--- src/rtl/pipe_adder.sv ---
// pipe_adder: STAGES-deep chunked ripple adder with valid/ready handshake.
// Define PIPE_ADDER_OVF_EN to add the signed-overflow output ovf.
module pipe_adder #(
  parameter int WIDTH  = 32,
  parameter int STAGES = 4
) (
  input  logic             clk,
  input  logic             rst_n,
  input  logic             in_valid,
  output logic             in_ready,
  input  logic [WIDTH-1:0] a,
  input  logic [WIDTH-1:0] b,
  input  logic             cin,
  output logic             out_valid,
  input  logic             out_ready,
  output logic [WIDTH-1:0] sum,
  output logic             cout
`ifdef PIPE_ADDER_OVF_EN
  ,
  output logic             ovf
`endif
);
  localparam int C = WIDTH / STAGES;
  localparam int L = STAGES - 1;
  if (WIDTH < 2 || STAGES < 1 || STAGES > WIDTH || WIDTH % STAGES != 0) begin : g_bad
    $error("pipe_adder: illegal WIDTH/STAGES combination");
  end
  logic adv;
  assign adv      = !out_valid || out_ready;
  assign in_ready = adv;
  for (genvar k = 0; k < STAGES; k++) begin : g_st
    logic             v, c, pv, pc;
    logic [WIDTH-1:0] r, pa, pb, pr, nr;
    logic [C:0]       s;
    if (k == 0) begin : g_src
      assign pv = in_valid;
      assign pc = cin;
      assign pa = a;
      assign pb = b;
      assign pr = '0;
    end else begin : g_src
      assign pv = g_st[k-1].v;
      assign pc = g_st[k-1].c;
      assign pa = g_st[k-1].g_op.oa;
      assign pb = g_st[k-1].g_op.ob;
      assign pr = g_st[k-1].r;
    end
    assign s = {1'b0, pa[k*C +: C]} + {1'b0, pb[k*C +: C]} + (C+1)'(pc);
    always_comb begin
      nr = pr;
      nr[k*C +: C] = s[C-1:0];
    end
    always_ff @(posedge clk or negedge rst_n)
      if (!rst_n) begin
        v <= 1'b0;
        c <= 1'b0;
        r <= '0;
      end else if (adv) begin
        v <= pv;
        c <= s[C];
        r <= nr;
      end
    // operands (including sign bits) travel alongside the partial result
    if (k < L) begin : g_op
      logic [WIDTH-1:0] oa, ob;
      always_ff @(posedge clk)
        if (adv) begin
          oa <= pa;
          ob <= pb;
        end
    end
  end
  assign out_valid = g_st[L].v;
  assign sum       = g_st[L].r;
  assign cout      = g_st[L].c;
`ifdef PIPE_ADDER_OVF_EN
  always_ff @(posedge clk or negedge rst_n)
    if (!rst_n) ovf <= 1'b0;
    else if (adv) ovf <= (g_st[L].pa[WIDTH-1] == g_st[L].pb[WIDTH-1]) &&
                         (g_st[L].nr[WIDTH-1] != g_st[L].pa[WIDTH-1]);
`endif
endmodule

--- config.mk ---
export PLATFORM = sky130hd
export DESIGN_NAME = pipe_adder
export DESIGN_NICKNAME = d
export VERILOG_FILES = /design/src/rtl/pipe_adder.sv
export SDC_FILE = /design/constraint.sdc
export NUM_CORES = 1
export LEC_CHECK = 0
export ABC_AREA = 1
export CORE_MARGIN = 3
export CORE_UTILIZATION = 35
export DETAILED_ROUTE_END_ITERATION = 8
export SLEW_MARGIN = 0
export SYNTH_ARGS = -nofsm -noshare
export SYNTH_HDL_FRONTEND = slang
export SYNTH_SLANG_ARGS = --single-unit
--- constraint.sdc ---
create_clock -name clk -period 2.4 [get_ports clk]
set_input_delay 0.24 -clock clk [delete_from_list [all_inputs] [get_ports clk]]
set_output_delay 0.24 -clock clk [all_outputs]
set_load 0.02 [all_outputs]
# ---- After elaboration in Yosys (flattened, before gate mapping)
# Cells that the tools add are included.
dict set report word_totals {
  elab_cells 28
  regBits 280
  output_inout_bits 35
  in_bits 69
}
dict set report classes {
  add_sub_neg 8
  n_reduce_logical 2
}
# op n
set ops {}
lappend ops {{adder 8 x 8 -> 9 bit} 4}
lappend ops {{adder 9 x 1 -> 9 bit} 4}
lappend ops {{logical NOT 1 bit} 1}
lappend ops {{logical OR 1 bit} 1}

# ---- Logic depth before layout (Yosys ltp)
dict set report depth {
  ltp_word 2
  depth_mapped 11
  ltp_nobuf 11
}

# ---- Worst setup path before layout
# No wires, ideal clock.
dict set report synth_timing {
  path_type {register to register}
  start {register g_st[3].v, in the netlist out_valid}
  end {register g_st[0].g_op.oa[10], enable pin}
  path_stages_with_launch 5
  arrival_time_ns 2.001
  setup_ns 0.418
  path_slack_ns -0.018
  required_ns 1.982
  period_less_slack_ns 2.418
  n_path_buf 1
  path_cell_list {dfrtp_1 inv_1 nor2_4 inv_2 buf_2}
}
dict set report synth_between {
  elab_chain_len 2
}
# item line
set synth_lines {}
lappend synth_lines {{start: declaration} 32} ;# logic v, c, pv, pc;
lappend synth_lines {{start signal: assignment} 59} ;# v <= pv;
lappend synth_lines {{logical NOT 1 bit} 29} ;# assign adv = !out_valid || out_ready;
lappend synth_lines {{logical OR 1 bit} 29}
lappend synth_lines {{named net in_ready} 10} ;# output logic in_ready,
lappend synth_lines {{end signal: assignment} 68} ;# oa <= pa;
lappend synth_lines {{end: declaration} 65} ;# logic [WIDTH-1:0] oa, ob;
# The timed path passes the listed nets, and every way through them passes these cells.
# A chain may end at the register's enable or synchronous reset.

# ---- Final worst setup path
dict set report layout_timing {
  start {register g_st[2].c}
  end {register g_st[3].r[30], in the netlist sum[30]}
}
dict set report layout_between {
  elab_chain_len 1
}
# item line
set layout_lines {}
lappend layout_lines {{start: declaration} 32}
lappend layout_lines {{start signal: assignment} 60} ;# c <= s[C];
lappend layout_lines {{adder 9 x 1 -> 9 bit} 48} ;# assign s = {1'b0, pa[k*C +: C]} + {1'b0, pb[k*C +: C]} + (C+1)'(pc);
lappend layout_lines {{end signal: assignment} 61} ;# r <= nr;
lappend layout_lines {{end: declaration} 33} ;# logic [WIDTH-1:0] r, pa, pb, pr, nr;
# Every way passes these cells.

==> reports/summary.txt <==
Internal Power -> 7670 µW
Unrepaired setup endpoints after global routing -> false
Main synth FF type -> edfxtp_1
Core Util, Final -> 0.450
Detail Route Antenna Nets -> 0
Area of the core -> 0.0211 mm²
Hold Crit Start -> b[24]
Pin count of the biggest net entering global routing -> 106
Max Slew Vio Count -> 0
Final period util -> 0.838
RD Place Congestion -> 0.775
Synthesis-to-layout area growth -> 25.6%
Net count, final -> 892
Pre-antenna DRT Iters -> 4
Drt wl/cell -> 12.6 µm
Min cycle time layout -> 2.01 ns
Share of layout cells above drive strength 1 -> 0.0463
WP data arrival -> 2.37 ns
Worst r2r path cells -> 9
Register clock-pin slew on the reported worst setup and hold paths -> 0.07 ns
Cts repair resizes -> 0
Grt total ovfl -> 0
RR Endpoint -> sum[30]$_DFFE_PN0P_
Commonest non-fill, non-tap cell in the layout -> nand2_1
Total of max-cap violations -> 0
Core Rows -> 53
Switching share of power -> 0.340
Clock power frac -> 0.230
Final Setup Violations -> 0
VDD IR max -> 0.521 mV
Yosys cell types -> 22
Hold Crit Class -> input pin to register
CP Class -> register to register
Pwr/cell area -> 1230 mW/mm²
Antenna violations before repair -> 0
Startpoint types -> register
Maximum clock insertion buffer count -> 2
Most area-consuming cells after synthesis -> edfxtp_1 (38%), dfrtp_1 (29%), nand2_1 (11%), ha_1 (4.6%), inv_1 (3.4%)
CTS tree -> built
Iter 0 DRT Violations -> 243
GRT Util Overall -> 0.123
Post-Syn Nets -> 783
Data required, critical path -> 2.76 ns
H-tree lvl count -> 4
Worst setup margin -> 0.389 ns
Full die area -> 0.0234 mm²
Post-CTS setup buffers -> 0
Diodes inserted -> 0
Flop2flop setup slack -> 0.39 ns
FF+latch count, synth -> 184
Worst-Skew Late Latency -> 0.42 ns
Clk sinks -> 184
P_sw -> 3960 µW
Hold EP -> g_st[0].g_op.ob[24]$_DFFE_PP_
CP Capture Type -> register
DP Worst Slack -> 0.189 ns
Combinational Power Share -> 0.330
Port bufs -> 103
Routed wire length -> 13.5 mm
Commonest cells after routing, fill and taps aside -> nand2_1 (226), clkdlybuf4s50_1 (102), edfxtp_1 (96)
Yosys top cell by area -> edfxtp_1
Number of synthesized flops with an enable pin -> 96
Fin. Hold Viols -> 0
Yosys warning count -> 0
Total CTS buffers -> 17
Worst Skew -> 0.00809 ns
Mapped Area -> 0.00755 mm²
Crit path max fanout -> 3
Total negative slack -> 0 ns
Vias/cell -> 4.48
Die span in x -> 153 µm
HPWL Detailed -> 8.92 mm
P_leak -> 0.00423 µW
Syn Area/Cell -> 11.1 µm²
Relative slew slack -> 0.495
Num ports -> 104
Status -> complete, no violations
# DRC -> 0
Sequential share of power -> 0.440
Post-Syn Instances -> 678
Number of global-route vias before repair -> 4800
Worst R2R Start -> g_st[2].c$_DFFE_PN0P_
Initial core utilization -> 0.358
Fin Hold WS -> 0.364 ns
Hold Path Stages -> 1
# hold bufs at CTS -> 1
Register area share after synthesis -> 0.674
Fmax -> 497 MHz
Layout Cells excl Fill -> 1075
FFs w/ async S/R, synth -> 0.478
Via count -> 4814
First-pass GRT wire length -> 23.0 mm
Root Driver -> clkbuf_16
Dpl cells -> 1042
Yosys top cell area share -> 0.382
Vert. Die Dim -> 153 µm
Slew of the pin with the lowest slew margin -> 0.757 ns
## worst max-delay path by stage
stage / cells after the start / from / endpoint
2_1_floorplan: 4 / out_valid$_DFFE_PN0P_ / g_st[0].g_op.oa[10]$_DFFE_PP_
3_3_place_gp: 9 / a[0] / g_st[0].r[4]$_DFFE_PN0P_
3_5_place_dp: 9 / a[0] / g_st[0].r[4]$_DFFE_PN0P_
4_1_cts: 9 / g_st[2].c$_DFFE_PN0P_ / sum[30]$_DFFE_PN0P_
5_1_grt: 9 / g_st[2].c$_DFFE_PN0P_ / sum[30]$_DFFE_PN0P_
6_report: 9 / g_st[2].c$_DFFE_PN0P_ / sum[30]$_DFFE_PN0P_
## final cells by class
cell class,instances,area (µm²)
timing repair buffer,108,1120
fill,1989,11600
multi-input combinational,406,2100
tap,275,344
clock inverter,10,81.3
inverter,70,268
sequential,184,5080
clock buffer,22,485
## power groups by stage
stage / clock (µW) / combinational [µW] / sequential [µW]
after detailed placement: 0 / 3880 / 5210
after CTS: 2770 / 3910 / 5150
after floorplan: 0 / 2240 / 5410
after global placement: 0 / 3800 / 5180
final: 2670 / 3830 / 5120
after global routing: 2890 / 4380 / 5270
## flip-flops by register name (all words and copies together), names as in the netlist
signal        count
g_st.g_op.oa     48
g_st.g_op.ob     48
g_st.r           48
sum              32
g_st.c            3
g_st.v            3
cout              1
out_valid         1
## cell families (layout without fill, tap and decap cells)
logic type	after synthesis	in the layout	share of synthesized area
adders and majority gates	36	36	0.0676
and+or+nand+nor	300	300	0.162
DFF	184	184	0.674
AOI/OAI and AO/OA	70	70	0.0484
buffers and inverters	88	210	0.0486
## Yosys cell counts (all sizes together), types with 4 or more instances
master,number
inv,70
buf,18
a211oi,4
nor2,22
nand3,39
ha,28
nand2,226
nand3b,6
edfxtp,96
o21ai,46
or2,5
fa,8
dfrtp,88
a21oi,16
## critical path: stages (launching register included)
cell	delay, ns
dfrtp_1	0.40
fa_1	0.47
fa_1	0.42
nand2_1	0.11
nand3_1	0.13
nand3_1	0.14
nand2_1	0.08
nand2_1	0.06
nand3_1	0.06
nand2_1	0.08
## through the flow
stage / cell area [µm²] / total power, µW
6_report: 9480 / 11600
5_1_grt: 9480 / 12500
4_1_cts: 9480 / 11800
3_5_place_dp: 8900 / 9090
3_3_place_gp: 8900 / 8970
2_1_floorplan: 7550 / 7660
## routing by layer
layer / global-route usage / routed length, µm / part of all wire
met3: 0.0317 / 553 / 0.041
met2: 0.206 / 6680 / 0.49
met1: 0.153 / 6080 / 0.45
met4: 0.0462 / 239 / 0.018
met5: 0 / 0 / 0
No activity file was read; power rests on OpenSTA's default activity.
==> RTL change, RTL diff (config.mk and constraints unchanged) <==
Change the parameter `STAGES` from 4 to 2.
--- a/src/rtl/pipe_adder.sv
+++ b/src/rtl/pipe_adder.sv
@@ -3,5 +3,5 @@
 module pipe_adder #(
   parameter int WIDTH  = 32,
-  parameter int STAGES = 4
+  parameter int STAGES = 2
 ) (
   input  logic             clk,
Behaviour: not the same (a bounded check fails within 4 cycles, from zero or initial values and one cycle with rst_n low).
==> RTL change against the original RTL <==
Wire length decreased by 21%. Synthesized cell count down 12%. Clock power decreased by 50%. Design area down 34%. Cell count shrank 18%. Maximum frequency fell by 4.8%. Synthesized area down 37%. Sequential cell count decreased by 100. Total power decreased by 58%. Worst setup slack lost 0.10 ns. First-iteration DRC count decreased by 30%. Critical path type unchanged.
==> RTL change: results (changes against the original RTL) <==
<table>
<tr><th>Metric</th><th>Value</th></tr>
<tr><th colspan="2">Global route</th></tr>
<tr><td>Met1 routing resource usage after global routing</td><td>20.4% (+5.1 points)</td></tr>
<tr><td>Number of global-route vias before repair</td><td>4062 (-15%)</td></tr>
<tr><td>Met3 Use GR</td><td>3.18% (+0.0087 points)</td></tr>
<tr><td>Met2 usage in global routing</td><td>24.9% (+4.4 points)</td></tr>
<tr><td>First-pass GRT wire length</td><td>18400 um (-20%)</td></tr>
<tr><td>Aggregate global-route resource usage</td><td>15.3% (+3.0 points)</td></tr>
<tr><th colspan="2">Logic synthesis</th></tr>
<tr><td>Cells taking the most area after synthesis</td><td>dfrtp_1 27%, edfxtp_1 20%, nand2_1 19%, ha_1 7.9%, inv_1 6.4%</td></tr>
<tr><td>Sequential share of the synthesized area</td><td>47.4% (-20 points)</td></tr>
<tr><td>Synth async-reset ratio</td><td>61.9% (+14 points)</td></tr>
<tr><td>Synthesized-area fraction occupied by adder cells</td><td>9.54% (+2.8 points)</td></tr>
<tr><td>Number of distinct standard cells referenced by the synthesized netlist</td><td>28 (+27%)</td></tr>
<tr><td>Compound-gate portion of the synthesized area</td><td>4.43% (-0.41 points)</td></tr>
<tr><td>Most frequent cells after synthesis</td><td>237 x nand2_1, 81 x inv_1, 52 x dfrtp_1</td></tr>
<tr><th colspan="2">Placement</th></tr>
<tr><td>Routability cong.</td><td>0.844 (+8.9%)</td></tr>
<tr><th colspan="2">Run status</th></tr>
<tr><td>Outcome</td><td>complete, no violations</td></tr>
<tr><th colspan="2">Layout</th></tr>
<tr><td>Number of nets in the layout</td><td>804 (-9.9%)</td></tr>
<tr><td>Fraction of final layout cells sized beyond drive strength 1</td><td>5.52% (+0.90 points)</td></tr>
<tr><th colspan="2">Route</th></tr>
<tr><td>Drt via density</td><td>4.51 (+0.67%)</td></tr>
<tr><td>Detailed route wirelength on metal3</td><td>486 um (-12%)</td></tr>
<tr><td>Met1 wire length</td><td>5190 um (-15%)</td></tr>
<tr><th colspan="2">Worst setup path</th></tr>
<tr><td>Launch instance of the worst register-to-register path</td><td>g_st[0].c</td></tr>
<tr><td>Crit-path max FO</td><td>4 (+1)</td></tr>
<tr><th colspan="2">Hold path</th></tr>
<tr><td>Type of the most critical hold path</td><td>in2async</td></tr>
<tr><th colspan="2">CTS</th></tr>
<tr><td>Number of buffers created by CTS</td><td>9 (-8)</td></tr>
<tr><td>H-tree levels</td><td>3 (-1)</td></tr>
<tr><th colspan="2">Power and ir drop</th></tr>
<tr><td>Sequential Power</td><td>0.00194 W (-62%)</td></tr>
<tr><th colspan="2">STA</th></tr>
<tr><td>Max-Slew Margin vs Limit</td><td>63.3% (+14 points)</td></tr>
</table>
[RTL change: area by class of cell]
cell class                 instances  area (um^2)
fill                            1307         7000
clock buffer                      11          233
tap                              176          220
clock inverter                     5         52.6
inverter                          81          304
timing repair buffer             107         1070
multi-input combinational        418         2160
sequential                        84         2260
[RTL change: critical path, stage by stage (launching register included)]
cell and delay (ns):
dfrtp_1 0.41, fa_1 0.50, fa_1 0.42, nand2_2 0.10, nand2_2 0.06, nand3b_1 0.08, nand2_1 0.11, or2_1 0.23
nand3_1 0.07, nand2_1 0.05
[RTL change: stage by stage]
step                cells  worst slack [ns]  instance area, um^2  total power (W)  utilization, %
floorplan             594             0.443                 4770          0.00291               -
global placement      865            0.0649                 6000          0.00361            45.2
detailed placement    865            0.0144                 6000          0.00363            45.2
CTS                   882             0.261                 6300          0.00501            47.4
global route          882             0.119                 6300          0.00528            47.4
finish                882             0.287                 6300          0.00493            47.4
